File: config.mk
export PLATFORM = sky130hd
export DESIGN_NAME = product_accumulator_flat
export DESIGN_NICKNAME = d
export VERILOG_FILES = /design/src/rtl/product_accumulator_if.sv /design/src/rtl/product_accumulator.sv /design/src/flat_wrapper.sv
export SDC_FILE = /design/constraint.sdc
export NUM_CORES = 1
export LEC_CHECK = 0
export BUFFER_PORTS_ARGS = -buffer_cell sky130_fd_sc_hd__clkbuf_2
export CAP_MARGIN = 10
export CORE_UTILIZATION = 60
export DETAILED_ROUTE_END_ITERATION = 10
export PLACE_DENSITY = 0.88
export SETUP_SLACK_MARGIN = 0.3
export SLEW_MARGIN = 25
export SYNTH_ARGS = -nofsm -noshare
export SYNTH_HDL_FRONTEND = slang
export SYNTH_SLANG_ARGS = --single-unit
File: constraint.sdc
create_clock -name clk -period 7.9 [get_ports clk]
set_input_delay 0.395 -clock clk [delete_from_list [all_inputs] [get_ports clk]]
set_output_delay 0.395 -clock clk [all_outputs]
set_load 0.03 [all_outputs]
File: src/rtl/product_accumulator_if.sv
// Handshake bundle for product_accumulator: the product beat stream in and the frame result out.
// The slave modport is the accumulator's view; master is the producer/consumer side.
interface product_accumulator_if #(
  parameter int ACC_BITS = 24,
  parameter int CNT_BITS = 10
) ();

  logic                in_valid;
  logic                in_ready;
  logic [15:0]         in_p;
  logic                in_sgnd;
  logic                in_last;

  logic                out_valid;
  logic                out_ready;
  logic [ACC_BITS-1:0] out_acc;
  logic [CNT_BITS-1:0] out_count;
  logic                out_overflow;

  modport slave (
    input  in_valid,
    input  in_p,
    input  in_sgnd,
    input  in_last,
    output in_ready,
    output out_valid,
    input  out_ready,
    output out_acc,
    output out_count,
    output out_overflow
  );

  modport master (
    output in_valid,
    output in_p,
    output in_sgnd,
    output in_last,
    input  in_ready,
    input  out_valid,
    output out_ready,
    input  out_acc,
    input  out_count,
    input  out_overflow
  );

endinterface

File: src/rtl/product_accumulator.sv
// Frame accumulator for 16-bit multiplier products; emits the frame sum, term count and overflow flag.
// Optional `define ACC_SAT_EN clamps the accumulator on overflow instead of wrapping.
module product_accumulator #(
  parameter int ACC_BITS = 24,
  parameter int CNT_BITS = 10
) (
  input  logic clk,
  input  logic rst_n,
  input  logic soft_clr,
  product_accumulator_if.slave bus
);

  localparam int MSB = ACC_BITS - 1;
  localparam logic [ACC_BITS-1:0] ACC_MAX = {1'b0, {(ACC_BITS-1){1'b1}}};
  localparam logic [ACC_BITS-1:0] ACC_MIN = {1'b1, {(ACC_BITS-1){1'b0}}};
  localparam logic [CNT_BITS-1:0] CNT_MAX = {CNT_BITS{1'b1}};

  typedef enum logic {
    ST_ACC  = 1'b0,
    ST_DONE = 1'b1
  } state_t;

  state_t              state;
  logic [ACC_BITS-1:0] acc;
  logic [CNT_BITS-1:0] count;
  logic                ovf;
  logic                in_ready_q;
  logic                out_valid_q;

  logic [ACC_BITS-1:0] ext;
  logic [ACC_BITS-1:0] sum;
  logic                ovf_now;
  logic [ACC_BITS-1:0] acc_next;
  logic [CNT_BITS-1:0] count_next;
  logic                beat_accept;

  // Overflow is detected on the wrapped sum: same-sign operands yielding a different-sign result.
  always_comb begin
    ext         = '0;
    sum         = '0;
    ovf_now     = 1'b0;
    acc_next    = '0;
    count_next  = '0;
    beat_accept = bus.in_valid & in_ready_q;

    if (bus.in_sgnd) begin
      ext = {{(ACC_BITS-16){bus.in_p[15]}}, bus.in_p};
    end else begin
      ext = {{(ACC_BITS-16){1'b0}}, bus.in_p};
    end

    sum     = acc + ext;
    ovf_now = (acc[MSB] == ext[MSB]) && (sum[MSB] != acc[MSB]);

`ifdef ACC_SAT_EN
    if (ovf_now) begin
      acc_next = acc[MSB] ? ACC_MIN : ACC_MAX;
    end else begin
      acc_next = sum;
    end
`else
    acc_next = sum;
`endif

    if (count == CNT_MAX) begin
      count_next = count;
    end else begin
      count_next = count + 1'b1;
    end
  end

  // soft_clr outranks both handshakes; a beat offered alongside it is simply not consumed.
  always_ff @(posedge clk or negedge rst_n) begin
    if (!rst_n) begin
      state       <= ST_ACC;
      acc         <= '0;
      count       <= '0;
      ovf         <= 1'b0;
      in_ready_q  <= 1'b1;
      out_valid_q <= 1'b0;
    end else if (soft_clr) begin
      state       <= ST_ACC;
      acc         <= '0;
      count       <= '0;
      ovf         <= 1'b0;
      in_ready_q  <= 1'b1;
      out_valid_q <= 1'b0;
    end else begin
      case (state)
        ST_ACC: begin
          if (beat_accept) begin
            acc   <= acc_next;
            count <= count_next;
            ovf   <= ovf | ovf_now;
            if (bus.in_last) begin
              state       <= ST_DONE;
              in_ready_q  <= 1'b0;
              out_valid_q <= 1'b1;
            end
          end
        end
        ST_DONE: begin
          if (bus.out_ready) begin
            state       <= ST_ACC;
            acc         <= '0;
            count       <= '0;
            ovf         <= 1'b0;
            in_ready_q  <= 1'b1;
            out_valid_q <= 1'b0;
          end
        end
        default: begin
          state       <= ST_ACC;
          in_ready_q  <= 1'b1;
          out_valid_q <= 1'b0;
        end
      endcase
    end
  end

  assign bus.in_ready     = in_ready_q;
  assign bus.out_valid    = out_valid_q;
  assign bus.out_acc      = acc;
  assign bus.out_count    = count;
  assign bus.out_overflow = ovf;

endmodule

File: src/flat_wrapper.sv
// flat-port wrapper written by rule: the top's interface ports become plain ports
module product_accumulator_flat 
#(
  parameter int ACC_BITS = 24,
  parameter int CNT_BITS = 10
)
  (clk, rst_n, soft_clr, bus_in_valid, bus_in_p, bus_in_sgnd, bus_in_last, bus_in_ready, bus_out_valid, bus_out_ready, bus_out_acc, bus_out_count, bus_out_overflow);
  product_accumulator_if #(.ACC_BITS(ACC_BITS), .CNT_BITS(CNT_BITS)) bus_i ();
  input  logic clk;
  input  logic rst_n;
  input  logic soft_clr;
  input wire logic [$bits(bus_i.in_valid)-1:0] bus_in_valid;
  input wire logic [$bits(bus_i.in_p)-1:0] bus_in_p;
  input wire logic [$bits(bus_i.in_sgnd)-1:0] bus_in_sgnd;
  input wire logic [$bits(bus_i.in_last)-1:0] bus_in_last;
  output wire logic [$bits(bus_i.in_ready)-1:0] bus_in_ready;
  output wire logic [$bits(bus_i.out_valid)-1:0] bus_out_valid;
  input wire logic [$bits(bus_i.out_ready)-1:0] bus_out_ready;
  output wire logic [$bits(bus_i.out_acc)-1:0] bus_out_acc;
  output wire logic [$bits(bus_i.out_count)-1:0] bus_out_count;
  output wire logic [$bits(bus_i.out_overflow)-1:0] bus_out_overflow;
  assign bus_i.in_valid = bus_in_valid;
  assign bus_i.in_p = bus_in_p;
  assign bus_i.in_sgnd = bus_in_sgnd;
  assign bus_i.in_last = bus_in_last;
  assign bus_in_ready = bus_i.in_ready;
  assign bus_out_valid = bus_i.out_valid;
  assign bus_i.out_ready = bus_out_ready;
  assign bus_out_acc = bus_i.out_acc;
  assign bus_out_count = bus_i.out_count;
  assign bus_out_overflow = bus_i.out_overflow;
  product_accumulator #(.ACC_BITS(ACC_BITS), .CNT_BITS(CNT_BITS)) u_core (.clk(clk), .rst_n(rst_n), .soft_clr(soft_clr), .bus(bus_i));
endmodule
After elaboration in Yosys (flattened, before gate mapping)

Index checks and enable logic that the tools add are counted.

Add/subtract/negate cells: 2
Equal/unequal tests: 7
Mux-type cells: 28
Bitwise operators: 3
Reductions and logical operators: 4

Operators by type and width:

| kind                  | count |
|---|---|
| $mux 24               | 4 |
| $pmux 24 s2           | 1 |
| $mux 10               | 4 |
| $add 24x24->24        | 1 |
| $pmux 10 s2           | 1 |
| $mux 1                | 14 |
| $add 10x1->10 const B | 1 |
| $eq 10x10->1 const B  | 1 |
| $ne 3x3->1 const B    | 3 |
| $pmux 1 s2            | 4 |
| $reduce_and 3->1      | 2 |
| $ne 3x2->1 const B    | 1 |
| $reduce_and 2->1      | 1 |
| $and 1x1->1           | 1 |
| $eq 1x1->1            | 1 |
| $logic_and 1x1->1     | 1 |
| $ne 1x1->1            | 1 |
| $not 1->1             | 1 |
| $or 1x1->1            | 1 |

Register bits after elaboration: 38
Bits of input ports: 23
Word-level logic and storage cells: 50

Logic depth before layout (Yosys ltp)

Depth after elaboration: 8
Mapped depth: 11
Mapped depth without buffers: 10

Worst setup path before layout

OpenSTA, ideal clock, no wires.

Path kind: reg-to-reg
Start point: register u_core.acc[0] (netlist: u_core.bus.out_acc[0])
End point: register u_core.acc[18] (netlist: u_core.bus.out_acc[18])
Library setup time: 82 ps
Arrival time: 2776 ps
Data required time: 7818 ps
Path slack: 5042 ps
Stages on the path, launching flop included: 11
Path buffers: 0
Clock period less this slack: 2858 ps
Cells stage by stage: dfrtp_1 > ha_1 > fa_1 > a211oi_2 > nor4b_2 > o31ai_4 > o211a_4 > o21a_4 > o2bb2ai_1 > or4_1 > a31oi_1

Longest elaborated chain between the ends: 4

RTL lines:

| element                  | line                      | RTL |
|---|---|---|
| start: declaration       | product_accumulator.sv:24 | `logic [ACC_BITS-1:0] acc;` |
| start signal: assignment | product_accumulator.sv:92 | `acc <= acc_next;` |
| $add 24x24->24           | product_accumulator.sv:52 | `sum = acc + ext;` |
| $mux 24                  | product_accumulator.sv:91 | `if (beat_accept) begin` |
| $pmux 24 s2              | product_accumulator.sv:89 | `case (state)` |
| $mux 24                  | product_accumulator.sv:81 | `end else if (soft_clr) begin` |

No other way between the ends. The select of a mux whose other input is x is not followed.
A chain may end at the register's enable or synchronous reset.

Worst setup path in the final report

Same ends and word-level chain as after synthesis.

==> results.md <==
* Top delay family on crit path: compound AO/OA/AOI/OAI gates
* Crit start category: flop
* Routed len/inst at 15.9 µm
* CTS root buf: clkbuf_8
* WL met1 at 3050 µm
* Vias per inst at roughly 6.2
* Core area at 4500 µm²
* Compound-gate portion of the synthesized area at 28.9%
* Hold Crit Class: input port to async pin
* Critical path peak fanout at 4
* Clock tree buffer depth at 2
* Critical Path, Cell by Cell: ha_1, fa_1, a211oi_2, nor4b_2, o31ai_4, o211a_4, o21a_4, o2bb2ai_1, or4_1, a31oi_1
* Post-synth ARST share at 100%
* Worst Path Buf+Inv at 0
* Clock Latency Late Sink at ~300 ps
* Final Max Tran Viols at 0
* Site Rows at 24
* Total Routed Length at 6860 µm
* Vias at around 2.7k
* FF+latch count, synth at 38
* Status: finished, final reports clean
* Slew HR at between 40% and 50%
* Synth Area per Inst at between 9 and 10 µm²
* Leak at roughly 1.6 nW
* Gr usage total at between 20% and 30%
* TritonCTS buffer count at 5
* Share of the yosys chip area belonging to registers at 32.7%
* Final min period at 2920 ps
* Max VDD drop at around 0.14 mV
* Crit path kind: flop to flop
* CTS sink cnt at 38
* Area of the die at between 5000 and 6000 µm²
* Distinct cells, synth at a little over 60
* Worst-path clk slew at 80 ps
* Layout cells sized above 1 at between 20% and 30%
* Synth Area in Adders at under 10%
* Final Util at 74.6%
* Combinational family with the most area after synthesis: compound AO/OA/AOI/OAI gates
* Net count after synthesis at roughly 370
* Starting Density at between 60% and 70%
* Post-CTS Setup Inserts at 0
* Post-route ant nets at 0
* DR top layer: met4
* Setup Skew at between 7 and 8 ps
* Layout overhead on the synthesized area at 15.5%
* Mux contribution to synthesized area at between 1 and 1.5%
* Post-synthesis cell count at 323
* Vias in the first global route at roughly 2.6k
* Commonest cells after routing, fill and taps aside: 58 x clkbuf_2, 42 x nand2_1, 37 x dfrtp_1
* Design area at 3360 µm²
* CP arrival at approximately 3100 ps
* Tcrit/Tclk final at between 30 and 40%
* Hpwl dp at approximately 5000 µm
* Hold Buf Count CTS at 0
* CP max-delay cell: fa_1
* # diodes at 0
* Critical path's largest stage delay at roughly 430 ps
* Max Fclk at roughly 340 MHz
* Max-cap violations at 0
* Final hold violations at 0
* Cell area after synthesis at ~2900 µm²
* Global route overflow at 0
* Unrepaired setup endpoints after global routing: false
* Num ports at 60
* First-pass DRT Iterations at 4
* PwrDens at between 200 and 250 nW/µm²
* H-tree depth at 2
* Die Y-Extent at a little over 70 µm
* Die Span X at 71.6 µm
* Commonest non-fill, non-tap cell in the layout: clkbuf_2
* Final nets at 422
* CTS tree: done
* Largest net degree at the start of global routing at 39
* Yosys warns at 0
* Setup TNS at 0 ps
* Main synth FF type: dfrtp_1
* I/O Buffers at 59
* Simple logic cell fraction of the synthesized area at between 10% and 20%
* Placed Area at 3220 µm²
* Synth Area in XOR/XNOR at 7.23%
* Remaining DRCs at 0
* Worst slew pin tran at slightly below 900 ps
* First-pass GRT wire length at 11,500 µm
* Initial antenna violation count at 0
* Count of final setup violators at 0
* CP Capture Type: flop
* Routability cong. at a little over 0.9
* Post-CTS resize count at 0
* Met2 routed wirelength at approximately 3400 µm
* Required @ worst endpoint at a little over 8000 ps
* Iter 0 DRT Violations at 168
* EDFF count, synth at 0
* Routed wl met3 at between 300 and 400 µm
flip-flops by register name (all words and copies together) (netlist names):
signal,flops
u_core.bus.out_overflow,1
u_core.bus.out_valid,1
u_core.bus.in_ready,1
u_core.bus.out_count,10
u_core.bus.out_acc,24
u_core.state,1
through the flow:
| step | std cells | setup slack [ps] | hold WS, ps | total power [W] |
|---|---|---|---|---|
| floorplan | 323 | 5040 | 99.4 | 0.000465 |
| global placement | 423 | 4900 | 478 | 0.000526 |
| detailed placement | 423 | 4800 | 496 | 0.000532 |
| CTS | 431 | 4990 | 283 | 0.000738 |
| global route | 431 | 4850 | 286 | 0.000777 |
| finish | 431 | 4980 | 206 | 0.000736 |
synth_stat cells (2+ instances only):
library cell	n	share of area [%]
nand2_1	42	5.4
dfrtp_1	37	32
a21oi_1	28	4.8
ha_1	20	8.6
nor2_1	19	2.5
a22o_1	15	4.5
xnor2_1	14	4.2
o21ai_0	13	2.2
nand3_1	12	2.1
xor2_1	10	3.0
clkbuf_1	8	1.0
inv_1	8	1.0
o21ai_1	8	1.4
a21o_1	7	1.8
nor3_1	6	1.0
o21bai_1	5	1.3
a21o_2	4	1.2
a31oi_1	4	0.86
mux2i_1	4	1.4
nand2b_1	4	0.86
or3_1	4	0.86
buf_6	3	1.2
a211o_1	2	0.60
a211oi_1	2	0.52
a221o_1	2	0.69
and2_1	2	0.43
and3_1	2	0.43
nand3b_1	2	0.52
o22ai_1	2	0.43
o2bb2ai_1	2	0.60
cells by family after synthesis:
| family | count (synthesis) |
|---|---|
| fa+ha+maj | 21 |
| simple gates | 103 |
| xor+xnor | 24 |
| mux | 4 |
| compound gates | 112 |
| buf+inv | 21 |
| flops | 38 |
final timing paths:
path                       cells past startpoint  slack, ps                                  end                           startpoint
max                                           10       4980   u_core.bus.out_acc[18]$_DFFE_PN0P_    u_core.bus.out_acc[0]$_DFFE_PN0P_
min                                            1        210   u_core.bus.out_acc[12]$_DFFE_PN0P_                                rst_n
max reg2reg                                   10       4980   u_core.bus.out_acc[18]$_DFFE_PN0P_    u_core.bus.out_acc[0]$_DFFE_PN0P_
min reg2reg                                    2        510  u_core.bus.out_overflow$_DFFE_PN0P_  u_core.bus.out_overflow$_DFFE_PN0P_
max in group asynchronous                      1       7140   u_core.bus.out_acc[14]$_DFFE_PN0P_                                rst_n
min in group clk                               2        380     u_core.bus.out_valid$_DFFE_PN0P_                             soft_clr
metal layers:
metal	global-route usage, %	vias up
li1	-	1306
met1	37.1	1288
met2	47.3	86
met3	5.63	8
met4	8.28	0
met5	0	-
power by group:
part	internal [W]	switching (W)	total [W]
Combinational	0.000109	0.000177	0.000285
Clock	0.000127	0.0000756	0.000202
Sequential	0.000217	0.0000312	0.000248
Total	0.000452	0.000284	0.000736
final cells by class:
cell class	count	area, µm²
multi-input cells	264	1860
clock inverters	3	68.8
well taps	52	65.1
fillers	344	1140
flip-flops and latches	38	952
repair buffers	61	310
inverters	8	30.0
clock buffers	5	68.8
Note: power is estimated with default switching activity, not from simulation.
